<file path="src/rtl/ultrasonic_pkg.sv">
// Shared definitions for the ultrasonic trigger/echo sensor emulation.
// The distance driver imports the same scale factors.
package ultrasonic_pkg;

    typedef enum logic [2:0] {
        IDLE    = 3'd0,
        TRIG    = 3'd1,
        BURST   = 3'd2,
        ECHO    = 3'd3,
        HOLDOFF = 3'd4
    } us_state_e;

    localparam int unsigned CYCLES_PER_CM   = 32'd200;
    localparam int unsigned MAX_CM          = 32'd960;
    localparam int unsigned TIMEOUT_CYCLES  = 32'd1900000;
    localparam int unsigned TRIG_MIN_CYCLES = 32'd50;

    // Echo width in cycles; a zero distance reads as 1 cm, beyond range reads as "no object".
    function automatic int unsigned echo_width(
        input logic [9:0]  dist_cm,
        input int unsigned cycles_per_cm,
        input int unsigned max_cm,
        input int unsigned timeout_cycles
    );
        int unsigned d;
        d = (dist_cm == 10'd0) ? 32'd1 : {22'd0, dist_cm};
        if (d > max_cm) begin
            echo_width = timeout_cycles;
        end else begin
            echo_width = d * cycles_per_cm;
        end
    endfunction

endpackage

</file>
<file path="src/rtl/ultrasonic_timer.sv">
// Loadable down-counter; done is high during the last cycle of the loaded interval.
module ultrasonic_timer #(
    parameter int unsigned CNT_W = 22
) (
    input  logic             clk,
    input  logic             rst,
    input  logic             load,
    input  logic [CNT_W-1:0] load_val,
    output logic             done
);

    localparam logic [CNT_W-1:0] CNT_ZERO = {CNT_W{1'b0}};
    localparam logic [CNT_W-1:0] CNT_ONE  = CNT_W'(1);

    logic [CNT_W-1:0] cnt_q;
    logic [CNT_W-1:0] cnt_d;

    // Next count: load wins, otherwise count down and park at zero.
    always_comb begin
        if (load) begin
            cnt_d = load_val;
        end else if (cnt_q != CNT_ZERO) begin
            cnt_d = cnt_q - CNT_ONE;
        end else begin
            cnt_d = cnt_q;
        end
    end

    // Counter register.
    always_ff @(posedge clk) begin
        if (rst) begin
            cnt_q <= CNT_ZERO;
        end else begin
            cnt_q <= cnt_d;
        end
    end

    assign done = (cnt_q == CNT_ONE);

endmodule

</file>
<file path="src/rtl/ultrasonic_echo_responder.sv">
// Sensor-side emulation of an HC-SR04 style trigger/echo interface:
// a valid TR pulse is answered after a burst delay by an ECH pulse proportional to DIST_CM.
module ultrasonic_echo_responder #(
    parameter int unsigned CYCLES_PER_CM      = ultrasonic_pkg::CYCLES_PER_CM,
    parameter int unsigned TRIG_MIN_CYCLES    = ultrasonic_pkg::TRIG_MIN_CYCLES,
    parameter int unsigned BURST_DELAY_CYCLES = 32'd10000,
    parameter int unsigned HOLDOFF_CYCLES     = 32'd50000,
    parameter int unsigned MAX_CM             = ultrasonic_pkg::MAX_CM,
    parameter int unsigned TIMEOUT_CYCLES     = ultrasonic_pkg::TIMEOUT_CYCLES
) (
    input  logic       CLOCK,
    input  logic       RESET,
    input  logic       TR,
    input  logic [9:0] DIST_CM,
    output logic       ECH,
    output logic       BUSY,
    output logic       SHORT_TRIG
);
    import ultrasonic_pkg::*;

    localparam int unsigned MAX_IN_RANGE = 32'd1023 * CYCLES_PER_CM;
    localparam int unsigned MAX_W = (TIMEOUT_CYCLES > MAX_IN_RANGE) ? TIMEOUT_CYCLES : MAX_IN_RANGE;
    localparam int unsigned CNT_W = $clog2(MAX_W) + 1;
    localparam int unsigned TC_W  = $clog2(TRIG_MIN_CYCLES + 1);

    localparam logic [TC_W-1:0] TRIG_MIN_C = TC_W'(TRIG_MIN_CYCLES);
    localparam logic [TC_W-1:0] TRIG_ONE   = TC_W'(1);

    us_state_e        state_q, state_d;
    logic [TC_W-1:0]  trig_cnt_q, trig_cnt_d;
    logic [CNT_W-1:0] width_q, width_d;
    logic             tr_d_q;
    logic             ech_q, ech_d;
    logic             busy_q, busy_d;
    logic             short_trig_q, short_trig_d;
    logic             rise_s, fall_s;
    logic             timer_load_s, timer_done_s;
    logic [CNT_W-1:0] timer_val_s;

    assign rise_s = TR & ~tr_d_q;
    assign fall_s = ~TR & tr_d_q;

    ultrasonic_timer #(.CNT_W(CNT_W)) u_timer (
        .clk      (CLOCK),
        .rst      (RESET),
        .load     (timer_load_s),
        .load_val (timer_val_s),
        .done     (timer_done_s)
    );

    // State, counters and registered outputs; tr_d resets high so a held TR needs a fresh rise.
    always_ff @(posedge CLOCK) begin
        if (RESET) begin
            state_q      <= IDLE;
            trig_cnt_q   <= {TC_W{1'b0}};
            width_q      <= {CNT_W{1'b0}};
            tr_d_q       <= 1'b1;
            ech_q        <= 1'b0;
            busy_q       <= 1'b0;
            short_trig_q <= 1'b0;
        end else begin
            state_q      <= state_d;
            trig_cnt_q   <= trig_cnt_d;
            width_q      <= width_d;
            tr_d_q       <= TR;
            ech_q        <= ech_d;
            busy_q       <= busy_d;
            short_trig_q <= short_trig_d;
        end
    end

    // Next-state logic; TR is only looked at in IDLE and TRIG.
    always_comb begin
        state_d    = state_q;
        trig_cnt_d = trig_cnt_q;
        width_d    = width_q;
        case (state_q)
            IDLE: begin
                if (rise_s) begin
                    state_d    = TRIG;
                    trig_cnt_d = TRIG_ONE;
                end else begin
                    state_d = IDLE;
                end
            end
            TRIG: begin
                if (fall_s) begin
                    if (trig_cnt_q >= TRIG_MIN_C) begin
                        state_d = BURST;
                        width_d = CNT_W'(echo_width(DIST_CM, CYCLES_PER_CM, MAX_CM, TIMEOUT_CYCLES));
                    end else begin
                        state_d = IDLE;
                    end
                end else if (trig_cnt_q < TRIG_MIN_C) begin
                    trig_cnt_d = trig_cnt_q + TRIG_ONE;
                end else begin
                    trig_cnt_d = trig_cnt_q;
                end
            end
            BURST: begin
                if (timer_done_s) begin
                    state_d = ECHO;
                end else begin
                    state_d = BURST;
                end
            end
            ECHO: begin
                if (timer_done_s) begin
                    state_d = HOLDOFF;
                end else begin
                    state_d = ECHO;
                end
            end
            HOLDOFF: begin
                if (timer_done_s) begin
                    state_d = IDLE;
                end else begin
                    state_d = HOLDOFF;
                end
            end
            default: begin
                state_d = IDLE;
            end
        endcase
    end

    // Output decode from the upcoming state, plus the timer reload on each timed-state entry.
    always_comb begin
        timer_load_s = 1'b0;
        timer_val_s  = width_q;
        case (state_d)
            BURST: begin
                timer_load_s = (state_q != BURST);
                timer_val_s  = CNT_W'(BURST_DELAY_CYCLES);
            end
            ECHO: begin
                timer_load_s = (state_q != ECHO);
                timer_val_s  = width_q;
            end
            HOLDOFF: begin
                timer_load_s = (state_q != HOLDOFF);
                timer_val_s  = CNT_W'(HOLDOFF_CYCLES);
            end
            default: begin
                timer_load_s = 1'b0;
                timer_val_s  = width_q;
            end
        endcase
        ech_d        = (state_d == ECHO);
        busy_d       = (state_d == BURST) || (state_d == ECHO) || (state_d == HOLDOFF);
        short_trig_d = (state_q == TRIG) && fall_s && (trig_cnt_q < TRIG_MIN_C);
    end

    assign ECH        = ech_q;
    assign BUSY       = busy_q;
    assign SHORT_TRIG = short_trig_q;

endmodule

</file>
<file path="config.mk">
export PLATFORM = sky130hd
export DESIGN_NAME = ultrasonic_echo_responder
export DESIGN_NICKNAME = d
export VERILOG_FILES = /design/src/rtl/ultrasonic_pkg.sv /design/src/rtl/ultrasonic_timer.sv /design/src/rtl/ultrasonic_echo_responder.sv
export SDC_FILE = /design/constraint.sdc
export NUM_CORES = 1
export LEC_CHECK = 0
export CORE_ASPECT_RATIO = 0.7
export CORE_MARGIN = 10
export CORE_UTILIZATION = 55
export CTS_CLUSTER_DIAMETER = 30
export DETAILED_ROUTE_END_ITERATION = 12
export PLACE_DENSITY_LB_ADDON = 0.12
export SLEW_MARGIN = 30
export SYNTH_ARGS = -nofsm -noshare
export SYNTH_HDL_FRONTEND = slang
export SYNTH_SLANG_ARGS = --single-unit
</file>
<file path="constraint.sdc">
create_clock -name CLOCK -period 6.6 [get_ports CLOCK]
set_input_delay 1.65 -clock CLOCK [delete_from_list [all_inputs] [get_ports CLOCK]]
set_output_delay 1.65 -clock CLOCK [all_outputs]
set_load 0.01 [all_outputs]
</file>
==> results of run 1 <==
## routing by layer
layer  GRT usage  up-vias
met5           0        -
met4      0.0310        0
met3      0.0407        9
met2       0.235       82
met1       0.259     1357
li1            -     1502
## logic make-up (layout without fill, tap and decap cells)
| group | Yosys count | in the layout | synth area share |
|---|---|---|---|
| adders and majority gates | 50 | 50 | 0.189 |
| buffers and inverters | 57 | 68 | 0.0642 |
| xor gates and xnor gates | 27 | 27 | 0.0674 |
| and+or+nand+nor | 156 | 156 | 0.235 |
| AOI/OAI and AO/OA | 78 | 78 | 0.150 |
| muxes | 1 | 1 | 0.00285 |
| DFF | 51 | 51 | 0.291 |
## flip-flops by register name (all words and copies together) (netlist names)
signal,count
width_q,16
trig_cnt_q,6
tr_d_q,1
state_q,3
SHORT_TRIG,1
u_timer.cnt_q,22
ECH,1
BUSY,1
## area by class of cell
class	instances	share of cell area
multi-input cells	312	0.591
flip-flops and latches	51	0.267
repair buffers	19	0.0471
inverters	42	0.0412
well taps	78	0.0255
clock buffers	5	0.0180
clock inverters	2	0.00982
## cell usage in the layout, fill, tap and decap left out, types with 8 or more instances in the layout
master            n
a21oi_1          18
a31oi_1           8
clkdlybuf4s50_1  15
dfxtp_1          51
ha_1             45
inv_1            42
nand2_1          31
nand2b_1          9
nor2_1           42
nor3_1           23
o21ai_0          10
xnor2_1          14
xor2_1           13
## where the power goes
part / internal, mW / leakage, nW / switching, mW / total, mW
Sequential: 0.373 / 0.414 / 0.0697 / 0.443
Combinational: 0.274 / 1.19 / 0.364 / 0.638
Clock: 0.111 / 0.0502 / 0.102 / 0.213
Total: 0.758 / 1.65 / 0.535 / 1.29
## worst min-delay path, delay by kind of cell, from the launching register on
family             cells  cell delay (ns)
AOI/OAI and AO/OA      1             0.05
DFF                    1             0.32
and+or+nand+nor        1             0.05
## worst min path at each step
stage / from / end / slack, ns / cells past startpoint
after floorplan: width_q[3] / u_timer.cnt_q[3] / 0.42 / 2
after global placement: width_q[3] / width_q[3] / 0.45 / 2
after detailed placement: width_q[3] / width_q[3] / 0.44 / 2
after CTS: width_q[3] / width_q[3] / 0.46 / 2
after global routing: width_q[3] / width_q[3] / 0.48 / 2
final: width_q[3] / width_q[3] / 0.46 / 2
==> impl_results.md, run 1 <==
* Worst path bufs/invs at 4
* Post-synth cell types at 61
* Setup TNS at 0 ns
* Synth top area share at 0.291
* PortBufs at 15
* Unrepaired setup endpoints after global routing: false
* Relative slew margins at 0.589
* Max Root-Sink Buffers at 2
* PwrDens at 338 nW/um^2
* Setup slack at placement at 0.423 ns
* Die width at 115 um
* Post-cts sizing count at 0
* CP max stage delay at 0.56 ns
* Share of post-route cells with drive strength above 1 at 0.0603
* GRT Overall Usage at 0.171
* Layout Cells excl Fill at 509
* Global-route wire length before repair at 13900 um
* Worst Skew at 0.00931 ns
* Hold Path Class: reg2reg
* Leading cell type by number of instances after synthesis: dfxtp_1
* Overflow after GRT at 0
* Final Hold Fails at 0
* Vias in the first global route at 2773
* Met2 wire length at 3270 um
* RR Startpoint: u_timer.cnt_q[2]
* Status: finished clean
* Final critical-path required period at 5.91 ns
* Post-synthesis register bit count at 51
* Syn nets at 483
* Sequential fraction of the synthesis area at 0.291
* Leak Pwr at 1.65 nW
* Min setup slack post-route at 0.694 ns
* Worst-Skew Late Latency at 0.31 ns
* ANT nets after route at 0
* RR Endpoint: u_timer.cnt_q[5]
* Main flop type after synthesis: dfxtp_1
* Critical Path Start: DIST_CM[8]
* Vias per cell at 5.80
* Worst setup path class: in2reg
* FILL cells at 555
* Worst-case vdd ir drop at 162 uV
* Layout Area Growth over Synthesis at 9.03%
* Number of synthesized flops with an enable pin at 0
* Post-Synthesis Cells at 420
* Startpoint type of the worst setup path: input pin
* Core area at 6220 sq um
* Mapped Area at 3510 sq um
* CTS Hold Buffers Added at 0
* Family with the most delay on the worst path: compound AO/OA/AOI/OAI gates
* Ys async rst share at 0
* Final Setup Violations at 0
* Ranking of synthesized cells by area: dfxtp_1, ha_1, inv_1
* Multi-input gate area at 2260 sq um
* DRC viols at 0
* # placed instances at 502
* Post-synth top area cell: dfxtp_1
* CTS tree: done
* Initial antenna violation count at 0
* Synth cell count leaders: dfxtp_1, ha_1, inv_1, nor2_1, nand2_1
* Routed WL per cell at 16.1 um
* Avg Inst Size Synth at 8.35 sq um
* Setup crit end: width_q[17]
* R2R cell count at 6
* Highest routed metal layer: met4
* Slew Limit Fails at 0
* Hold Slack at 0.456 ns
* Cell depth of the worst setup path at 18
* Crit path cell chain: clkdlybuf4s50_1, inv_1, ha_1, nand2_1, or4_1, nand2b_1, inv_1, ha_1, ha_1, ha_1, inv_1, fa_1, nand2b_1, a21oi_1, o31ai_1, a2111oi_0, o21ai_0, a41o_1
* HPWL after DPL at 6300 um
* Crit. End Element: register
* Post-Route WL at 8190 um
* CP max FO at 5
* CP max-delay cell: or4_1
* Clock Pin Slew Worst Setup and Hold Paths at 0.09 ns
* Fmax at 169 MHz
* FF-to-FF setup slack at 3.98 ns
* Power, Total at 1.29 mW
* Worst slew pin tran at 0.612 ns
* DR pass1 iterations at 5
* Top cell by count, worst path: ha_1
* Syn. warnings at 0
* Register Area at 1020 sq um
* GP Congestion at 0.866
* Post-layout util at 0.615
* Arr. time, crit path at 6.12 ns
* WP data required at 6.81 ns
* Htree depth at 2
* I/O pin cnt at 16
* Die height at 86.8 um
* Rows at 24
* Cts bufs inserted at 5
* Maxcap violations at 0
* CTS sink cnt at 51
* Ant diodes at 0
* Die Footprint at 10000 sq um
* Design area at 3820 sq um
* Number of post-CTS setup repair buffers at 0
* Vias at 2950
* Initial core utilization at 0.564
* Root Driver: clkbuf_8
* Met3 wire len at 553 um
* 1st-iter DRT viols at 212
* DP Area at 3720 sq um
* Final period util at 0.895
* Largest net degree at the start of global routing at 25
* Wl on met1 at 4310 um
* Layout net count at 494
Note: power is estimated with default switching activity, not from simulation.
==> run 2, diff against run 1 <==
--- a/config.mk
+++ b/config.mk
@@ -10,6 +10,7 @@
 export CORE_UTILIZATION = 55
 export CTS_CLUSTER_DIAMETER = 30
 export DETAILED_ROUTE_END_ITERATION = 12
+export HOLD_SLACK_MARGIN = 0.15
 export PLACE_DENSITY_LB_ADDON = 0.12
 export SLEW_MARGIN = 30
 export SYNTH_ARGS = -nofsm -noshare
==> results of run 2 <==
Final layout, timing and power as in run 1 (identical DEF).
==> run 3, diff against run 2 <==
--- a/config.mk
+++ b/config.mk
@@ -12,6 +12,7 @@
 export DETAILED_ROUTE_END_ITERATION = 12
 export HOLD_SLACK_MARGIN = 0.15
 export PLACE_DENSITY_LB_ADDON = 0.12
+export REMOVE_ABC_BUFFERS = 1
 export SLEW_MARGIN = 30
 export SYNTH_ARGS = -nofsm -noshare
 export SYNTH_HDL_FRONTEND = slang
==> impl_results.md, run 3 (synthesis gave the netlist of run 1 again) <==
* Number of post-CTS setup repair buffers at 0 (unchanged)
* PortBufs at 15 (unchanged)
* Final period util at 0.887 (-0.00780)
* Crit path cell chain: clkdlybuf4s50_1, inv_1, ha_1, nand2_1, or4_1, nand2b_1, inv_1, ha_1, ha_1, ha_1, inv_1, fa_1, nand2b_1, a21oi_1, o31ai_1, a2111oi_0, o21ai_0, a41o_1
* PwrDens at 344 nW/um^2 (+1.7%)
* Layout Cells excl Fill at 509 (unchanged)
* Most flops, register: u_timer.cnt_q
* Largest net degree at the start of global routing at 36 (+44%)
* Highest-count cells in the layout ignoring fill and taps: dfxtp_1, ha_1, inv_1, nor2_1, nand2_1
* Vias at 3006 (+1.9%)
* Slew Limit Fails at 0 (unchanged)
* DR pass1 iterations at 5 (unchanged)
* Final critical-path required period at 5.85 ns (-0.0515 ns)
* ANT nets after route at 0 (unchanged)
* Ant diodes at 0 (unchanged)
* Cts bufs inserted at 5 (unchanged)
* HPWL after DPL at 6310 um (+0.19%)
* Relative slew margins at 0.601 (+0.0125)
* Die width at 115 um (unchanged)
* CTS Hold Buffers Added at 0 (unchanged)
* GP Congestion at 0.972 (+12%)
* Htree depth at 2 (unchanged)
* CP max-delay cell: or4_1
* CTS tree: done
* Routed WL per cell at 16.1 um (+0.33%)
* Setup TNS at 0 ns (unchanged)
* Worst Skew at 0.0129 ns (+0.00358 ns)
* Worst-case vdd ir drop at 162 uV (about the same)
* Hold path depth at 2 (unchanged)
* Crit. End Element: register
* Clock Pin Slew Worst Setup and Hold Paths at 0.10 ns (about the same)
* Final Setup Violations at 0 (unchanged)
* Largest registers: u_timer.cnt_q x22, width_q x16, trig_cnt_q x6
* Final Hold Fails at 0 (unchanged)
* Worst setup path class: in2reg
* Initial antenna violation count at 0 (unchanged)
* Share of post-route cells with drive strength above 1 at 0.0603 (unchanged)
* CP max FO at 5 (unchanged)
* Max Root-Sink Buffers at 2 (unchanged)
* DRC viols at 0 (unchanged)
* Hold Path Class: reg2reg
* Layout net count at 493 (-0.20%)
* GRT Overall Usage at 0.174 (+0.00327)
* Fmax at 171 MHz (+0.88%)
* Hold Path Origin: width_q[3]
* FF-to-FF setup slack at 4.03 ns (+0.05 ns)
* RR Endpoint: u_timer.cnt_q[5]
* 1st-iter DRT viols at 261 (+23%)
* Commonest non-fill, non-tap cell in the layout: dfxtp_1
* Global-route wire length before repair at 14300 um (+2.4%)
* CTS sink cnt at 51 (unchanged)
* Initial core utilization at 0.564 (unchanged)
* Layout Area Growth over Synthesis at 9.10% (about the same)
* Startpoint type of the worst setup path: input pin
* Die Footprint at 10000 sq um (unchanged)
* Core area at 6220 sq um (unchanged)
* R2R cell count at 6 (unchanged)
* Top cell by count, worst path: ha_1
* Post-Route WL at 8220 um (+0.33%)
* Post-cts sizing count at 0 (unchanged)
* RR Startpoint: u_timer.cnt_q[2]
* Vias per cell at 5.91 (+1.9%)
* Die height at 86.8 um (unchanged)
* Rows at 24 (unchanged)
* Overflow after GRT at 0 (unchanged)
* Largest register FFs at 22 (unchanged)
* Maxcap violations at 0 (unchanged)
* Root Driver: clkbuf_8
* I/O pin cnt at 16 (unchanged)
* Worst-Skew Late Latency at 0.32 ns (about the same)
* # placed instances at 501 (-0.20%)
* Vias in the first global route at 2875 (+3.7%)
* Worst hold endpoint: width_q[3]
* Unrepaired setup endpoints after global routing: false
* CP max stage delay at 0.55 ns (about the same)
* WP data required at 6.81 ns (about the same)
* Worst slew pin tran at 0.593 ns (-0.0186 ns)
* Status: finished clean
* Arr. time, crit path at 6.06 ns (-0.06 ns)
* Leak Pwr at 1.65 nW (+0.19%)
## run 3: cell types whose count changed in the layout (fill, tap and decap cells not counted), sizes merged
| cell | previous run | this run |
|---|---|---|
| buf | 4 | 3 |
| clkinv | 0 | 1 |
| clkinvlp | 1 | 0 |
| inv | 42 | 43 |
## run 3: critical path: cells and delay by family
| family | cells | cell delay, ns |
|---|---|---|
| AOI/OAI and AO/OA | 5 | 1.37 |
| and+or+nand+nor | 4 | 0.97 |
| adders and majority gates | 5 | 1.27 |
| buffers and inverters | 4 | 0.78 |
## run 3: cell type report
class / instances / area, sq um
fillers: 545 / 2390
multi-input cells: 312 / 2260
flip-flops and latches: 51 / 1020
repair buffers: 18 / 173
inverters: 42 / 158
well taps: 78 / 97.6
clock buffers: 5 / 68.8
clock inverters: 3 / 47.5
## run 3: metal layers
layer / share of wire / vias up / GRT usage
met3: 0.054 / 8 / 0.0359
met4: 0.0082 / 0 / 0.0275
met1: 0.54 / 1413 / 0.270
met2: 0.39 / 80 / 0.238
met5: 0 / - / 0
li1: - / 1505 / -
## run 3: power by group
group          switching (mW)  total (mW)  leakage (nW)  internal, mW
clock network           0.113       0.229        0.0587         0.115
registers              0.0708       0.444         0.414         0.373
logic                   0.371       0.644          1.18         0.273
total                   0.555        1.32          1.65         0.761
## run 3: stage by stage
stage / instance area [sq um] / total power, mW / hold slack, ns / setup slack, ns / utilization
global placement: 3710 / 1.07 / 0.447 / 0.661 / 0.597
detailed placement: 3710 / 1.08 / 0.456 / 0.497 / 0.597
global route: 3830 / 1.42 / 0.501 / 0.359 / 0.616
CTS: 3830 / 1.31 / 0.470 / 0.823 / 0.616
floorplan: 3440 / 0.941 / 0.425 / 1.31 / -
finish: 3830 / 1.32 / 0.472 / 0.745 / 0.616
## run 3: worst max-delay path by stage
stage	from	endpoint	depth (start not counted)
4_1_cts	DIST_CM[8]	width_q[17]	18
3_5_place_dp	DIST_CM[8]	width_q[17]	18
5_1_grt	DIST_CM[8]	width_q[17]	18
6_report	DIST_CM[8]	width_q[17]	18
3_3_place_gp	DIST_CM[8]	width_q[17]	17
2_1_floorplan	DIST_CM[8]	width_q[17]	17
==> variant 1: new RTL, settings of run 3 <==
Re-encode `us_state_e` (5 states) as Gray code, 3 bits wide.
--- a/src/rtl/ultrasonic_pkg.sv
+++ b/src/rtl/ultrasonic_pkg.sv
@@ -4,9 +4,9 @@
 
     typedef enum logic [2:0] {
-        IDLE    = 3'd0,
-        TRIG    = 3'd1,
-        BURST   = 3'd2,
-        ECHO    = 3'd3,
-        HOLDOFF = 3'd4
+        IDLE    = 3'b000,
+        TRIG    = 3'b001,
+        BURST   = 3'b011,
+        ECHO    = 3'b010,
+        HOLDOFF = 3'b110
     } us_state_e;
 
Check against the original RTL: no difference found for any inputs over 10 cycles, from zero or initial values and one cycle with RESET high; not proved beyond that.
==> variant 1 against run 3 <==
- sequential cell count stayed put
- highest routed layer unchanged
- total power is 5.4% lower
- wire length is 8.4% lower
- critical path type unchanged
- area after synthesis is 2.1% lower
- largest cell class unchanged
- fmax is 1.7% higher
- final area is 1.3% lower
- via count is 5.3% lower
- worst setup slack better by 0.095 ns
==> variant 1: results (changes against run 3) <==
Hold_sp - width_q[11]
Post-synth top cells - 51 x dfxtp_1, 51 x nor2_1, 45 x ha_1
Mux contribution to synthesized area - 0.00292 (+0.0000624)
Drt first-iter violations - 288 (+10%)
Global Route Usage Sum - 0.155 (-0.0186)
Reg-to-Reg End - u_timer.cnt_q[18]
Outcome - completed
Post-Synth XOR/XNOR Area - 0.0766 (+0.00913)
First-pass GRT wire length - 12800 um (-10%)
Cell-internal power - 0.771 mW (+1.3%)
Dpl hpwl - 5950 um (-5.7%)
Share of layout cells above drive strength 1 - 0.0519 (-0.00844)
Crit path DAT - 5.95 ns (-0.11 ns)
Compound-Gate Fraction of Synth Area - 0.145 (-0.00438)
Static leakage - 1.65 nW (about the same)
Drt first pass iters - 7 (+2)
Synth Area per Inst - 8.33 sq um (-0.24%)
Flop-to-flop setup slack - 3.69 ns (-0.34 ns)
Sequential area share after synthesis - 0.297 (+0.00637)
Final wirelength - 7530 um (-8.4%)
Fillers - 518 (-5.0%)
Maximum vdd ir drop - 0.200 mV (+24%)
Vias in the first global route - 2548 (-11%)
Relative slew margins - 0.577 (-0.0240)
Top cells by area, synth - dfxtp_1 30%, ha_1 16%, nor2_1 5.6%, xnor2_1 4.6%, inv_1 4.3%
Adder-Cell Fraction of Synth Area - 0.193 (+0.00414)
Routability Congestion - 0.933 (-4.0%)
Cell depth of the worst flop-to-flop path - 5 (-1)
Worst r2r src - u_timer.cnt_q[8]
Placed cells - 491 (-2.0%)
Hold path endpoint - u_timer.cnt_q[11]
## variant 1: cell count changes after synthesis, sizes merged, moves of 3 or more
cell	before	now
nor3	24	14
nand2b	9	3
nor2	45	51
a21oi	18	13
a31oi	8	3
a311oi	2	6
nand3	7	11
nor4	6	10
o221a	4	0
or2	1	5
xnor2	14	18
inv	42	39
## variant 1: kinds of logic (layout without fill, tap and decap cells)
group,after synthesis,after routing
mux,1,1
fa+ha+maj,50,50
buf+inv,53,65
flops,51,51
simple gates,153,153
xor+xnor,30,30
compound gates,74,74
## variant 1: through the flow
| step | cell area (sq um) | utilization | setup slack [ns] |
|---|---|---|---|
| 6_report | 3770 | 0.643 | 0.840 |
| 2_1_floorplan | 3370 | - | 1.35 |
| 3_3_place_gp | 3640 | 0.620 | 0.619 |
| 3_5_place_dp | 3640 | 0.620 | 0.535 |
| 4_1_cts | 3770 | 0.643 | 0.850 |
| 5_1_grt | 3770 | 0.643 | 0.539 |
## variant 1: metal layers
metal / wire length [um] / up-vias / part of all wire / GRT usage
li1: - / 1461 / - / -
met4: 38 / 0 / 0.0050 / 0.0306
met2: 2840 / 77 / 0.38 / 0.196
met3: 564 / 5 / 0.075 / 0.0299
met1: 4090 / 1304 / 0.54 / 0.252
met5: 0 / - / 0 / 0
## variant 1: critical path, stage by stage
cell and delay (ns):
clkdlybuf4s50_1 0.50, inv_1 0.15, ha_1 0.17, nand2_1 0.07, or4_1 0.56, nand2_1 0.22
inv_1 0.07, ha_1 0.29, ha_1 0.27, inv_1 0.05, fa_1 0.52, inv_1 0.04
ha_1 0.32, o21ai_0 0.09, a21oi_1 0.10, or4_1 0.42, a31oi_1 0.21, xor2_1 0.16
o21ai_0 0.08
## variant 1: cell type report
type | count | area share
inverter | 39 | 0.0388
multi-input combinational | 308 | 0.584
sequential | 51 | 0.270
tap | 75 | 0.0249
clock inverter | 3 | 0.0179
timing repair buffer | 18 | 0.0457
clock buffer | 5 | 0.0182
## variant 1: power by group through the flow
stage | Clock [mW] | Combinational [mW] | Sequential [mW]
finish | 0.258 | 0.564 | 0.424
global route | 0.276 | 0.636 | 0.431
CTS | 0.262 | 0.559 | 0.422
detailed placement | 0 | 0.554 | 0.429
global placement | 0 | 0.546 | 0.426
floorplan | 0 | 0.452 | 0.416
## variant 1: how the worst max path moves through the flow
stage	from	cells past startpoint	endpoint	slack, ns
6_report	DIST_CM[8]	19	width_q[16]	0.84
4_1_cts	DIST_CM[8]	19	width_q[16]	0.85
2_1_floorplan	DIST_CM[8]	18	width_q[17]	1.35
3_5_place_dp	DIST_CM[8]	19	width_q[16]	0.53
5_1_grt	DIST_CM[8]	20	width_q[17]	0.54
3_3_place_gp	DIST_CM[8]	19	width_q[16]	0.62
==> variant 2: new RTL, settings of run 3 <==
Made on the original files. `CYCLES_PER_CM`: 32'd200 -> 32'd300.
--- a/src/rtl/ultrasonic_pkg.sv
+++ b/src/rtl/ultrasonic_pkg.sv
@@ -11,5 +11,5 @@
     } us_state_e;
 
-    localparam int unsigned CYCLES_PER_CM   = 32'd200;
+    localparam int unsigned CYCLES_PER_CM   = 32'd300;
     localparam int unsigned MAX_CM          = 32'd960;
     localparam int unsigned TIMEOUT_CYCLES  = 32'd1900000;
Check against the original RTL: same outputs for any inputs over 10 cycles, from zero or initial values and one cycle with RESET high; that may be too few to reach the edited logic, so the function may still have changed.
==> variant 2 against run 3 <==
- wire length up 4.9%
- total power increased by 5.5%
- area after synthesis rose by 6.5%
- critical path type unchanged
- final area grew 5.1%
- synthesized cell count increased by 1.4%
- sequential cell count grew 2
- fmax is 3.6% higher
- worst setup slack improved by 0.20 ns
- largest cell class unchanged
- sequential power about the same
==> variant 2: results (changes against run 3) <==
Share of layout cells above drive strength 1 - 0.0490 (-0.0114)
Routability Congestion - 0.853 (-12%)
Initial antenna violation count - 0 (unchanged)
Crit Path Class - primary input to register
Fillers - 598 (+9.7%)
Slowest cell on crit path - clkdlybuf4s50_1
Count of cell types in the netlist - 56 (-8.2%)
Biggest regs - u_timer.cnt_q (22), width_q (18), trig_cnt_q (6)
Drt first pass iters - 5 (unchanged)
Ant diodes - 0 (unchanged)
Worst Skew - 0.00827 ns (-0.00462 ns)
Cell area after placement - 3930 sq um (+5.8%)
Synth Warn # - 0 (unchanged)
Largest fanout on the critical path - 7 (+2)
Sequential area share after synthesis - 0.284 (-0.00703)
Setup fix buffers added after clock tree synthesis - 0 (unchanged)
Relative slew margins - 0.446 (-0.156)
Ys flop type - dfxtp_1
Type of the most critical hold path - register to register
CTS resizes - 0 (unchanged)
Outcome - completed
Cell family with most CP delay - adder cells
Synth async-reset ratio - 0 (unchanged)
Vias - 3088 (+2.7%)
CTS H-tree depth - 2 (unchanged)
Worst r2r src - state_q[0]
CTS root buf - clkbuf_8
Clk Latency, worst-skew pair - 0.30 ns (-0.02 ns)
Worst-path clk slew - 0.10 ns (about the same)
Slowest stage delay, CP - 0.57 ns (+0.02 ns)
Crit path DAT - 5.84 ns (-0.22 ns)
Top cells by area, synth - dfxtp_1 28%, ha_1 15%, fa_1 5.9%, nor2_1 5.1%, xnor2_1 4.2%
Global Route Usage Sum - 0.167 (-0.00724)
Post-synth top cells - 53 x dfxtp_1, 51 x nor2_1, 46 x ha_1
Dpl hpwl - 6700 um (+6.2%)
Total CTS buffers - 5 (unchanged)
Mean routed wirelength per cell - 16.5 um (+2.1%)
Pre-CTS setup slack - 0.700 ns (+0.202 ns)
Final setup vio count - 0 (unchanged)
Max Root-Sink Buffers - 2 (unchanged)
Drt first-iter violations - 190 (-27%)
Worst setup startpoint - DIST_CM[7]
Static leakage - 1.67 nW (+0.93%)
Synth Register Bits - 53 (+3.9%)
Maximum vdd ir drop - 0.169 mV (+4.7%)
First-pass GRT wire length - 14700 um (+3.0%)
Fin. Hold Viols - 0 (unchanged)
Port bufs - 15 (unchanged)
Vias in the first global route - 2997 (+4.2%)
Hold_sp - width_q[13]
Largest net degree at the start of global routing - 19 (-47%)
Nets - 498 (+1.0%)
## variant 2: changes by cell type in the layout (fill, tap and decap cells not counted), moves of 6 or more
cell / change
a211oi_1: +7
nor2_1: +9
nand2_1: -12
fa_1: +6
inv_1: -18
## variant 2: final timing paths
path / to / slack, ns / cells after the start
worst min register to register: u_timer.cnt_q[13] / 0.47 / 2
worst max register to register: width_q[15] / 3.20 / 6
worst max-delay path: width_q[15] / 0.95 / 16
worst min-delay path: u_timer.cnt_q[13] / 0.47 / 2
## variant 2: tightest hold or removal path: stages, from the launching register on
cell and delay, ns:
dfxtp_1 0.32, nand2_1 0.05, a211oi_1 0.06
## variant 2: final cells by class
type	count	area, sq um	area share
clock inverters	2	13.8	0.00342
multi-input cells	326	2490	0.619
clock buffers	6	82.6	0.0205
well taps	94	118	0.0292
inverters	25	93.8	0.0233
repair buffers	17	165	0.0411
flip-flops and latches	53	1060	0.264
## variant 2: logic make-up after synthesis
| family | after synthesis | share of synthesized area |
|---|---|---|
| AOI/OAI and AO/OA | 86 | 0.161 |
| xor gates and xnor gates | 36 | 0.0844 |
| adders and majority gates | 57 | 0.213 |
| buffers and inverters | 47 | 0.0513 |
| DFF | 53 | 0.284 |
| muxes | 1 | 0.00268 |
| and+or+nand+nor | 146 | 0.203 |
## variant 2: per-layer routing
metal / up-vias / global-route usage / routed length [um]
li1: 1530 / - / -
met1: 1466 / 0.252 / 4640
met2: 86 / 0.238 / 3370
met3: 6 / 0.0360 / 567
met4: 0 / 0.0221 / 42
met5: - / 0 / 0
## variant 2: power by group
part | switching, mW | internal [mW]
Combinational | 0.428 | 0.322
Clock | 0.108 | 0.0854
Sequential | 0.0631 | 0.381
## variant 2: metrics by stage
step                utilization  cells
floorplan                     -    404
global placement          0.589    515
detailed placement        0.589    515
CTS                       0.604    523
global route              0.604    523
finish                    0.604    523
